===== config.mk =====
export PLATFORM = sky130hd
export DESIGN_NAME = mux_scan_sequencer
export DESIGN_NICKNAME = d
export VERILOG_FILES = /design/src/rtl/mux_scan_sequencer.sv
export SDC_FILE = /design/constraint.sdc
export NUM_CORES = 1
export LEC_CHECK = 0
export ABC_CLOCK_PERIOD_IN_PS = 3200
export CELL_PAD_IN_SITES_DETAIL_PLACEMENT = 0
export CELL_PAD_IN_SITES_GLOBAL_PLACEMENT = 1
export CORE_ASPECT_RATIO = 1.1
export CORE_MARGIN = 3
export CORE_UTILIZATION = 40
export DETAILED_ROUTE_END_ITERATION = 10
export GPL_ROUTABILITY_DRIVEN = 1
export PLACE_DENSITY_LB_ADDON = 0.1
export SLEW_MARGIN = 20
export SYNTH_ARGS = -nofsm -noshare
export SYNTH_HDL_FRONTEND = slang
export SYNTH_SLANG_ARGS = --single-unit
export TNS_END_PERCENT = 5

===== constraint.sdc =====
create_clock -name clk -period 3.2 [get_ports clk]
set_input_delay 0.64 -clock clk [delete_from_list [all_inputs] [get_ports clk]]
set_output_delay 0.64 -clock clk [all_outputs]
set_load 0.005 [all_outputs]

===== src/rtl/mux_scan_sequencer.sv =====
// Sweeps masked channels of a 16:1 mux in ascending order and packs the sampled bits into a snapshot word.
// Valid rises 1+N*(SETTLE+1) edges after start; the snapshot is held in DONE until result_ready, and start is ignored there.
module mux_scan_sequencer #(
    parameter int unsigned SETTLE = 1
) (
    input  logic        clk,
    input  logic        rst,
    input  logic        start,
    input  logic [15:0] mask,
    output logic [3:0]  sel,
    input  logic        mux_y,
    output logic        busy,
    output logic [15:0] result,
    output logic        result_valid,
    input  logic        result_ready
);

    typedef enum logic [1:0] {
        ST_IDLE = 2'd0,
        ST_WAIT = 2'd1,
        ST_DONE = 2'd2
    } state_t;

    localparam logic [3:0] SETTLE_CNT = 4'(SETTLE);

    state_t      state_q, state_d;
    logic [3:0]  sel_q, sel_d;
    logic [3:0]  cnt_q, cnt_d;
    logic [15:0] mask_q, mask_d;
    logic [15:0] result_q, result_d;

    logic [4:0]  first_hit;
    logic [4:0]  next_hit;
    logic [4:0]  next_from;

    // Returns {found, index} of the lowest set bit of m at or above from.
    function automatic logic [4:0] lowest_from(input logic [15:0] m, input logic [4:0] from);
        logic [4:0] hit;
        hit = 5'd0;
        for (int i = 15; i >= 0; i--) begin
            if (m[i] && (5'(i) >= from)) begin
                hit = {1'b1, 4'(i)};
            end
        end
        return hit;
    endfunction

    assign next_from = {1'b0, sel_q} + 5'd1;
    assign first_hit = lowest_from(mask, 5'd0);
    assign next_hit  = lowest_from(mask_q, next_from);

    always_ff @(posedge clk) begin
        if (rst) begin
            state_q  <= ST_IDLE;
            sel_q    <= 4'd0;
            cnt_q    <= 4'd0;
            mask_q   <= 16'd0;
            result_q <= 16'd0;
        end else begin
            state_q  <= state_d;
            sel_q    <= sel_d;
            cnt_q    <= cnt_d;
            mask_q   <= mask_d;
            result_q <= result_d;
        end
    end

    always_comb begin
        state_d = state_q;
        case (state_q)
            ST_IDLE: begin
                if (start) begin
                    state_d = (mask != 16'd0) ? ST_WAIT : ST_DONE;
                end
            end
            ST_WAIT: begin
                if ((cnt_q == 4'd0) && !next_hit[4]) begin
                    state_d = ST_DONE;
                end
            end
            ST_DONE: begin
                if (result_ready) begin
                    state_d = ST_IDLE;
                end
            end
            default: state_d = ST_IDLE;
        endcase
    end

    always_comb begin
        sel_d    = sel_q;
        cnt_d    = cnt_q;
        mask_d   = mask_q;
        result_d = result_q;
        case (state_q)
            ST_IDLE: begin
                if (start) begin
                    result_d = 16'd0;
                    if (mask != 16'd0) begin
                        mask_d = mask;
                        sel_d  = first_hit[3:0];
                        cnt_d  = SETTLE_CNT;
                    end
                end
            end
            ST_WAIT: begin
                if (cnt_q != 4'd0) begin
                    cnt_d = cnt_q - 4'd1;
                end else begin
                    // sel has been stable SETTLE+1 cycles here, so this is the only sampling point.
                    result_d[sel_q] = mux_y;
                    if (next_hit[4]) begin
                        sel_d = next_hit[3:0];
                        cnt_d = SETTLE_CNT;
                    end
                end
            end
            ST_DONE: begin
                if (result_ready) begin
                    sel_d = 4'd0;
                end
            end
            default: begin
                sel_d = 4'd0;
                cnt_d = 4'd0;
            end
        endcase
    end

    always_comb begin
        busy         = (state_q == ST_WAIT);
        result_valid = (state_q == ST_DONE);
        sel          = sel_q;
        result       = result_q;
    end

endmodule


# == Word-level counts from Yosys, hierarchy flattened ==
# Index checks and enable logic that the tools add are counted.
# totals
inputBits,21
out_inout_bits,22
elab_cells,118
register_bits,42
# classes
addsub,2
magnitude_cmp,18
bitwise_logic,1
n_eq_ne,9
n_mux,54
reduce_logical,29
# op_table
operator,count
2-to-1 mux 4 bit,25
2-to-1 mux 5 bit,16
">= comparator 4 x 5 -> 1 bit, first input constant",8
2-to-1 mux 16 bit,2
case mux 16 bit (2 select lines),1
case mux 4 bit (3 select lines),2
">= comparator 3 x 5 -> 1 bit, first input constant",4
logical AND 1 bit,18
bitwise mux 16 bit,1
nonzero test 16 bit,1
">= comparator 1 x 5 -> 1 bit, first input constant",2
">= comparator 2 x 5 -> 1 bit, first input constant",2
AND reduction 3 bit,3
2-to-1 mux 2 bit,4
"inequality test 2 x 1 -> 1 bit, second input constant",3
"inequality test 2 bit, second input constant",3
case mux 2 bit (3 select lines),1
"adder 4 x 1 -> 5 bit, second input constant",1
"< comparator 4 x 5 -> 1 bit, second input constant",1
AND reduction 5 bit,1
demux 1 bit (select 4 bit),1
">= comparator 4 x 1 -> 1 bit, second input constant",1
logical NOT 4 bit,1
AND reduction 4 bit,1
other kinds (10),10

# == Depth between registers and ports, before layout ==
# Gate-level depths: netlist (run 1).
# depth
ltp_word,23
ltp_mapped,11
mapped_depth_nobuf,9

# == Least setup slack after synthesis (run 1) ==
# No wires, ideal clock.
# synth_timing
kind,register -> register
startpoint,register sel_q[0] (netlist: sel[0])
endpoint,register state_q[1]
t_required_ns,3.104
setup_slack_ns,0.462
stages_incl_launch_ff,11
path_buffers,2
setup_time_ns,0.096
synth_period_minus_slack_ns,2.738
arrival_time_ns,2.643
path_cell_list,dfxtp_1 -> buf_6 -> inv_1 -> ha_1 -> buf_4 -> nor4b_2 -> o32ai_1 -> o41ai_2 -> nand2_1 -> o41a_1 -> o41ai_2
# synth_via
elab_chain_len,23
word_cells_on_any_way,53
classes_between,add/sub: 1; order compare: 16; eq/ne: 1; mux: 16; reduce/logical: 19
# synth_rtl
item,line,source
"start, declared",27,"logic [3:0] sel_q, sel_d;"
"start signal, assigned",61,sel_q <= sel_d;
adder 4 x 1 -> 5 bit *,48,"assign next_from = {1'b0, sel_q} + 5'd1;"
>= comparator 4 x 5 -> 1 bit,41,if (m[i] && (5'(i) >= from)) begin
logical AND 1 bit,41,
2-to-1 mux 5 bit (15 in series),41,
2-to-1 mux 5 bit *,41,
logical NOT 1 bit *,77,if ((cnt_q == 4'd0) && !next_hit[4]) begin
logical AND 1 bit *,77,
inequality test 2 x 1 -> 1 bit (no line) *,--,
AND reduction 3 bit (no line) *,--,
"end signal, assigned",60,state_q <= state_d;
"end, declared",26,"state_t state_q, state_d;"
# Mark *: on every way between the ends. The rest lies on a longest branch, timed or not.
# A chain may end at the register's enable or synchronous reset.

# == Worst setup path in the final report (run 1) ==
# layout_timing
startpoint,register sel_q[1] (netlist: sel[1])
endpoint,register state_q[1]
# The elaborated chain is that of the path after synthesis.

==> results of run 1 <==
## worst min-delay path: cells and delay by family (launching register included)
kind / cells / cell delay, ps
flip-flops: 1 / 320
AO/OA/AOI/OAI: 2 / 120
## flip-flops by register name (all words and copies together), names as in the netlist
name	cells
state_q	2
result	16
sel	4
cnt_q	4
mask_q	16
## area by class of cell
cell class,instances,area (µm²)
clock buffers,5,68.8
clock inverters,3,21.3
fillers,688,3330
inverters,18,67.6
multi-input cells,285,1800
flip-flops and latches,42,841
well taps,82,103
repair buffers,54,523
## worst min path at each step
stage                           from    endpoint  slack (ps)  depth (start not counted)
after floorplan           mask_q[11]  mask_q[11]         450                          2
after global placement    result[11]  result[11]         460                          2
after detailed placement   result[9]   result[9]         470                          2
after CTS                  result[9]   result[9]         480                          2
after global routing       result[1]   result[1]         510                          2
final                     result[14]  result[14]         480                          2
## layout by cell type (no fill, tap or decap), types with 6 or more instances in the layout
| cell | count |
|---|---|
| a211oi_1 | 8 |
| a21oi_1 | 48 |
| a31oi_1 | 6 |
| buf_4 | 11 |
| clkdlybuf4s50_1 | 42 |
| dfxtp_1 | 42 |
| ha_1 | 6 |
| inv_1 | 18 |
| mux2i_1 | 17 |
| nand2_1 | 13 |
| nand2b_1 | 8 |
| nand3_1 | 21 |
| nor2_1 | 41 |
| nor2b_1 | 7 |
| nor3_1 | 7 |
| o21ai_0 | 24 |
## metrics by stage
step / utilization, % / power [mW]
4_1_cts: 50.7 / 1.95
3_5_place_dp: 49.3 / 1.58
3_3_place_gp: 49.3 / 1.58
5_1_grt: 50.7 / 2.08
6_report: 50.7 / 1.94
2_1_floorplan: - / 1.32
## kinds of logic after synthesis
kind of cell	Yosys count	synth area share (%)
AO/OA/AOI/OAI	130	29.4
flip-flops	42	29.6
buffers and inverters	46	7.26
multiplexers	19	6.78
XOR/XNOR	1	0.308
AND/OR/NAND/NOR	129	24.0
adder cells (fa/ha/maj)	6	2.64
## synthesized netlist by cell type, types with 2 or more instances
| master | instances |
|---|---|
| buf_1 | 2 |
| buf_4 | 2 |
| a21o_1 | 3 |
| mux2i_1 | 17 |
| ha_1 | 6 |
| o41ai_2 | 2 |
| o22ai_1 | 2 |
| clkbuf_1 | 13 |
| or2_2 | 2 |
| a211oi_1 | 8 |
| a21oi_1 | 48 |
| o31a_1 | 3 |
| nor3_1 | 7 |
| nand2b_1 | 8 |
| and2_1 | 5 |
| nand3_1 | 21 |
| nor4_1 | 5 |
| nand3b_1 | 3 |
| a221oi_1 | 5 |
| a31oi_1 | 6 |
| o21a_1 | 3 |
| a2111oi_0 | 2 |
| nand2_1 | 13 |
| nor2_1 | 41 |
| o31ai_1 | 5 |
| inv_1 | 18 |
| buf_6 | 2 |
| o21ai_1 | 2 |
| o21ai_0 | 24 |
| nor4b_1 | 2 |
| nor2b_1 | 7 |
| or3_1 | 2 |
| or3b_1 | 3 |
| buf_2 | 8 |
| dfxtp_1 | 42 |
| o32ai_1 | 2 |
| mux2_2 | 2 |
## power breakdown
part | leakage, nW | switching, mW | internal (mW)
clock | 0.0441 | 0.207 | 0.154
combinational | 0.882 | 0.556 | 0.384
sequential | 0.343 | 0.0653 | 0.575
total | 1.27 | 0.828 | 1.11
## routing by layer
layer	track usage [%]	wire length (µm)
met5	0	0
met4	4.55	66
met3	2.88	342
met2	30.5	3670
met1	29.5	3950
==> metrics, run 1 <==
Setup CP Type flip-flop to flip-flop; drt wl/cell 16.4 µm; Critical Path AT 3140 ps; dpl ws 213 ps; power per standard cell area 567 nW/µm²; Final ANT Viol Nets 0; die area 8160 µm²; status completed; final instance area 3420 µm²; Die Wd 86.4 µm; min cycle time layout 2930 ps; ANT cells 0; Worst Max-Slew Pin Slew 584 ps; Vias 2873; library cells used by synthesis 64; Final WS setup 269 ps; Rows 31; Net count, final 433; Hold Fails Final Rpt 0; setup slack, reg-to-reg 270 ps; origin of the worst setup path sel[1]; gpl congestion 0.885; YS warnings 0; dpl cells 481; Max VDD drop 0.247 mV; top cell type's share of synthesized area 29.6%; boundary pin count 43; Max-Cap Viols 0; drt first pass iters 5; largest cells by area after synthesis dfxtp_1 30%, a21oi_1 8.5%, mux2i_1 6.0%, nor2_1 5.4%, o21ai_0 4.2%; Reg clk slew, reported paths 90 ps; Worst-Skew Late Latency 300 ps; crit path to state_q[1]; initial cell density of the core 42.1%; RSZ-0062 raised after global routing no; post-cts resize count 0; wirelength, routed 8.03 mm; Clock Skew 7.94 ps; CTS tree built; total grt overflow 0; FF-to-FF Start sel[1]; setup TNS 0 ps; Synth Net Count 400; Leak 1.27 nW; CTS max path bufs 2; GRT Overall Usage 20.0%; PortBufs 42; Hold Path Class flip-flop to flip-flop; register bit count reported by yosys 42; Post-synth ARST share 0%; leading area contributor after synthesis dfxtp_1; CP top delay family compound AO/OA/AOI/OAI gates; CP Data Required Time 3410 ps; # clock sinks 42; first-pass GRT wire length 13.1 mm; Worst Setup End Kind flip-flop; CP Depth 8; drt via density 5.88; Worst Reg-to-Reg Cells 8; vias in the first global route 2556; DRC viols 0; placed cell areas 3330 µm²; crit-path max cell delay 580 ps; critical path startpoint category flip-flop; Reg-to-Reg End state_q[1]; crit path cell chain inv_1 > ha_1 > nand2b_1 > a31oi_1 > o31ai_1 > nand4bb_1 > o41a_1 > o41ai_2; Cells after Synth 373; Crit Path Max Fanout 16; fin cells 489; # hold bufs at CTS 0; Fmax achieved 0.341 GHz; top_reg_cell synth dfxtp_1; Setup Buffers After CTS 0; number of DRC markers in iteration 0 187; CTS H-tree depth 2; cell area after synthesis 2840 µm²; CP Buf/Inv Count 1; critical path's slowest cell ha_1; Num CTS Buffers 5; hold_ws 475 ps; die height 94.4 µm; fin crit share 91.6%; Root Driver clkbuf_8; post-synthesis sequential area ratio 29.6%; Worst slew margin 61.0%; Layout area overhead 20.3%; largest net degree at the start of global routing 32; initial antenna violation count 0; Final setup viols 0; EDFF count, synth 0; mean post-synth cell area 7.62 µm²; core box area 6750 µm²; share of cells above drive strength 1 7.37%; fin. max-slew vios 0; detailed placer's ending HPWL 5.96 mm
No activity file was read; power rests on OpenSTA's default activity.
==> inputs of run 2 (changes only) <==
- ABC_AREA: default -> 1
- CORE_UTILIZATION: 40 -> 38
- TNS_END_PERCENT: 5 -> 1
==> run 2 against run 1 <==
Critical path depth is 8 higher. Final cell count is 7.8% higher. Flip-flop and latch count stayed put.
==> metrics, run 2 <==
share of cells above drive strength 1 11.9% (was 7.37%); Post-synth top cells 75 x nand2_1, 56 x nor2_1, 42 x dfxtp_1, 42 x inv_1, 41 x o21ai_0 (was 48 x a21oi_1, 42 x dfxtp_1, 41 x nor2_1); PortBufs 42 (unchanged); mux cell area share after synthesis 0% (was 6.78%); initial antenna violation count 0 (unchanged); Leak 1.36 nW (was 1.27 nW); CTS max path bufs 2 (unchanged); Worst-Skew Late Latency 300 ps (about the same); Hold Fails Final Rpt 0 (unchanged); Rows 31 (unchanged); post-synthesis sequential area ratio 31.9% (was 29.6%); largest cells by area after synthesis dfxtp_1 32%, nand2_1 11%, nor2_1 8.0%, o21ai_0 7.8%, a21oi_1 7.4% (was dfxtp_1 30%, a21oi_1 8.5%, mux2i_1 6.0%, nor2_1 5.4%, o21ai_0 4.2%); CP top delay family compound AO/OA/AOI/OAI gates (unchanged); leading cell types in the layout, fill and taps excluded 75 x nand2_1, 56 x nor2_1, 42 x inv_1, 42 x dfxtp_1, 42 x clkdlybuf4s50_1 (was 48 x a21oi_1, 42 x dfxtp_1, 42 x clkdlybuf4s50_1, 41 x nor2_1, 24 x o21ai_0); Worst Max-Slew Pin Slew 636 ps (was 584 ps); gpl congestion 0.859 (was 0.885); CP Data Required Time 3440 ps (was 3410 ps); Layout area overhead 22.3% (was 20.3%); post-synthesis xor/xnor area fraction 0.665% (was 0.308%); cell area after synthesis 2630 µm² (was 2840 µm²); top cell type's share of synthesized area 31.9% (was 29.6%); core box area 6670 µm² (was 6750 µm²); Max-Cap Viols 0 (unchanged); GRT Overall Usage 17.9% (was 20.0%); Final ANT Viol Nets 0 (unchanged); count leader, synth nand2_1 (was a21oi_1); Net count, final 471 (was 433); critical path's most frequent cell inv_2; critical path startpoint category flip-flop (unchanged); Critical Path AT 3030 ps (was 3140 ps); Root Driver clkbuf_8 (unchanged); boundary pin count 43 (unchanged); fin. max-slew vios 0 (unchanged); Clock Skew 4.67 ps (was 7.94 ps); detailed placer's ending HPWL 5.38 mm (was 5.96 mm); Vias 2666 (was 2873); drt first pass iters 4 (was 5); most common cell after layout, fill and taps aside nand2_1 (was a21oi_1); CP Buf/Inv Count 5 (was 1); Setup CP Type flip-flop to flip-flop (unchanged); leading area contributor after synthesis dfxtp_1 (unchanged); YS warnings 0 (unchanged); CTS H-tree depth 2 (unchanged); Cells after Synth 403 (was 373); hold_ws 460 ps (was 475 ps); Worst slew margin 57.6% (was 61.0%); crit path cell chain inv_1 > ha_1 > inv_1 > o31ai_1 > nor2_2 > inv_2 > nand2_2 > inv_2 > nand2_1 > nor2_2 > nand2_2 > inv_2 > nand3_4 > o21ai_4 > o21ai_0 > nor2_1 (was inv_1 > ha_1 > nand2b_1 > a31oi_1 > o31ai_1 > nand4bb_1 > o41a_1 > o41ai_2); crit-path max cell delay 650 ps (was 580 ps); largest net degree at the start of global routing 24 (was 32); RSZ-0062 raised after global routing no (unchanged); number of DRC markers in iteration 0 129 (was 187); simple-gate area share of the yosys netlist 33.4% (was 24.0%); CTS tree built (unchanged); DRC viols 0 (unchanged); Max VDD drop 0.437 mV (was 0.247 mV); Reg clk slew, reported paths 80 ps (was 90 ps); first-pass GRT wire length 11.4 mm (was 13.1 mm); setup TNS 0 ps (unchanged); Post-synth ARST share 0% (unchanged); Die Wd 85.4 µm (was 86.4 µm); register bit count reported by yosys 42 (unchanged); largest family of logic cells by synthesized area simple AND/OR/NAND/NOR gates (was compound AO/OA/AOI/OAI gates); Fmax achieved 0.358 GHz (was 0.341 GHz); Adder-Cell Fraction of Synth Area 2.85% (was 2.64%); critical path's slowest cell dfxtp_1 (was ha_1); Num CTS Buffers 5 (unchanged); status completed (unchanged); Hold Path Class flip-flop to flip-flop (unchanged); # clock sinks 42 (unchanged); Crit Path Max Fanout 14 (was 16); fin cells 527 (was 489); top_reg_cell synth dfxtp_1 (unchanged); ANT cells 0 (unchanged); drt via density 5.06 (was 5.88); power per standard cell area 918 nW/µm² (was 567 nW/µm²); EDFF count, synth 0 (unchanged); die area 7960 µm² (was 8160 µm²); library cells used by synthesis 37 (was 64); Synth Net Count 430 (was 400); Final setup viols 0 (unchanged); # hold bufs at CTS 0 (unchanged); Worst Setup End Kind flip-flop (unchanged); mean post-synth cell area 6.53 µm² (was 7.62 µm²); initial cell density of the core 39.5% (was 42.1%); total grt overflow 0 (unchanged); dpl cells 519 (was 481); wirelength, routed 7.08 mm (was 8.03 mm); fin crit share 87.3% (was 91.6%); post-synthesis compound-gate area fraction 21.1% (was 29.4%); vias in the first global route 2405 (was 2556); post-cts resize count 0 (unchanged); die height 93.3 µm (was 94.4 µm); min cycle time layout 2790 ps (was 2930 ps); Setup Buffers After CTS 0 (unchanged); drt wl/cell 13.4 µm (was 16.4 µm)
## run 2: cell count changes after synthesis, sizes merged, moves of 4 or more
cell    previous run  this run
nand2b             8         0
a21oi             48        39
nor4               6         1
clkbuf            14        10
o21ai             26        49
buf               14         2
inv               18        54
mux2i             17         0
nand2             13        85
nor2              41        67
a211oi             8         1
and2               6         0
nor2b              7         0
a221oi             5         0
## run 2: report_power, final
group / internal (mW) / total [mW] / switching [mW]
Combinational: 0.604 / 1.75 / 1.14
Sequential: 0.681 / 0.843 / 0.161
Clock: 0.175 / 0.367 / 0.193
Total: 1.46 / 2.96 / 1.50
## run 2: metal layers
layer  part of all wire (%)  routed length [µm]  GRT usage (%)  vias up
met3                    3.6                 253           3.17       11
met1                     47                3340           22.9     1211
met2                     48                3370           30.6       51
met4                    1.6                 113           5.41        0
met5                      0                   0              0        -
li1                       -                   -              -     1393
## run 2: worst paths after layout
kind,from,to,slack [ps],cells past startpoint
max,sel[0],cnt_q[2],410,16
min,mask_q[9],mask_q[9],460,2
max reg2reg,sel[0],cnt_q[2],410,16
min reg2reg,mask_q[9],mask_q[9],460,2
## run 2: metrics by stage
step / util (%) / setup slack (ps) / total power [mW] / instance area [µm²]
after global placement: 46.9 / 498 / 2.60 / 3130
after detailed placement: 46.9 / 437 / 2.59 / 3130
after CTS: 48.3 / 423 / 2.97 / 3220
final: 48.3 / 406 / 2.96 / 3220
after floorplan: - / 850 / 2.15 / 2630
after global routing: 48.3 / 141 / 3.26 / 3220
## run 2: cells by family after synthesis
family                     Yosys count
adders and majority gates            6
buffers and inverters               67
AOI/OAI and AO/OA                  101
xor gates and xnor gates             2
and+or+nand+nor                    185
DFF                                 42
## run 2: final cells by class
class,count,area (µm²)
Clock buffer,7,86.3
Inverter,55,209
Tap cell,82,103
Timing Repair Buffer,46,450
Clock inverter,1,5.00
Multi-Input combinational cell,294,1530
Sequential cell,42,841
Fill cell,703,3450
## run 2: worst min-delay path: cells and delay by family, from the launching register on
family / cells / cell delay [ps]
AOI/OAI and AO/OA: 1 / 50
buffers and inverters: 1 / 60
DFF: 1 / 300
==> inputs of run 3 (changes only) <==
- CTS_CLUSTER_DIAMETER: default -> 200
==> results of run 3 <==
Final layout, timing and power as in run 2 (identical DEF).
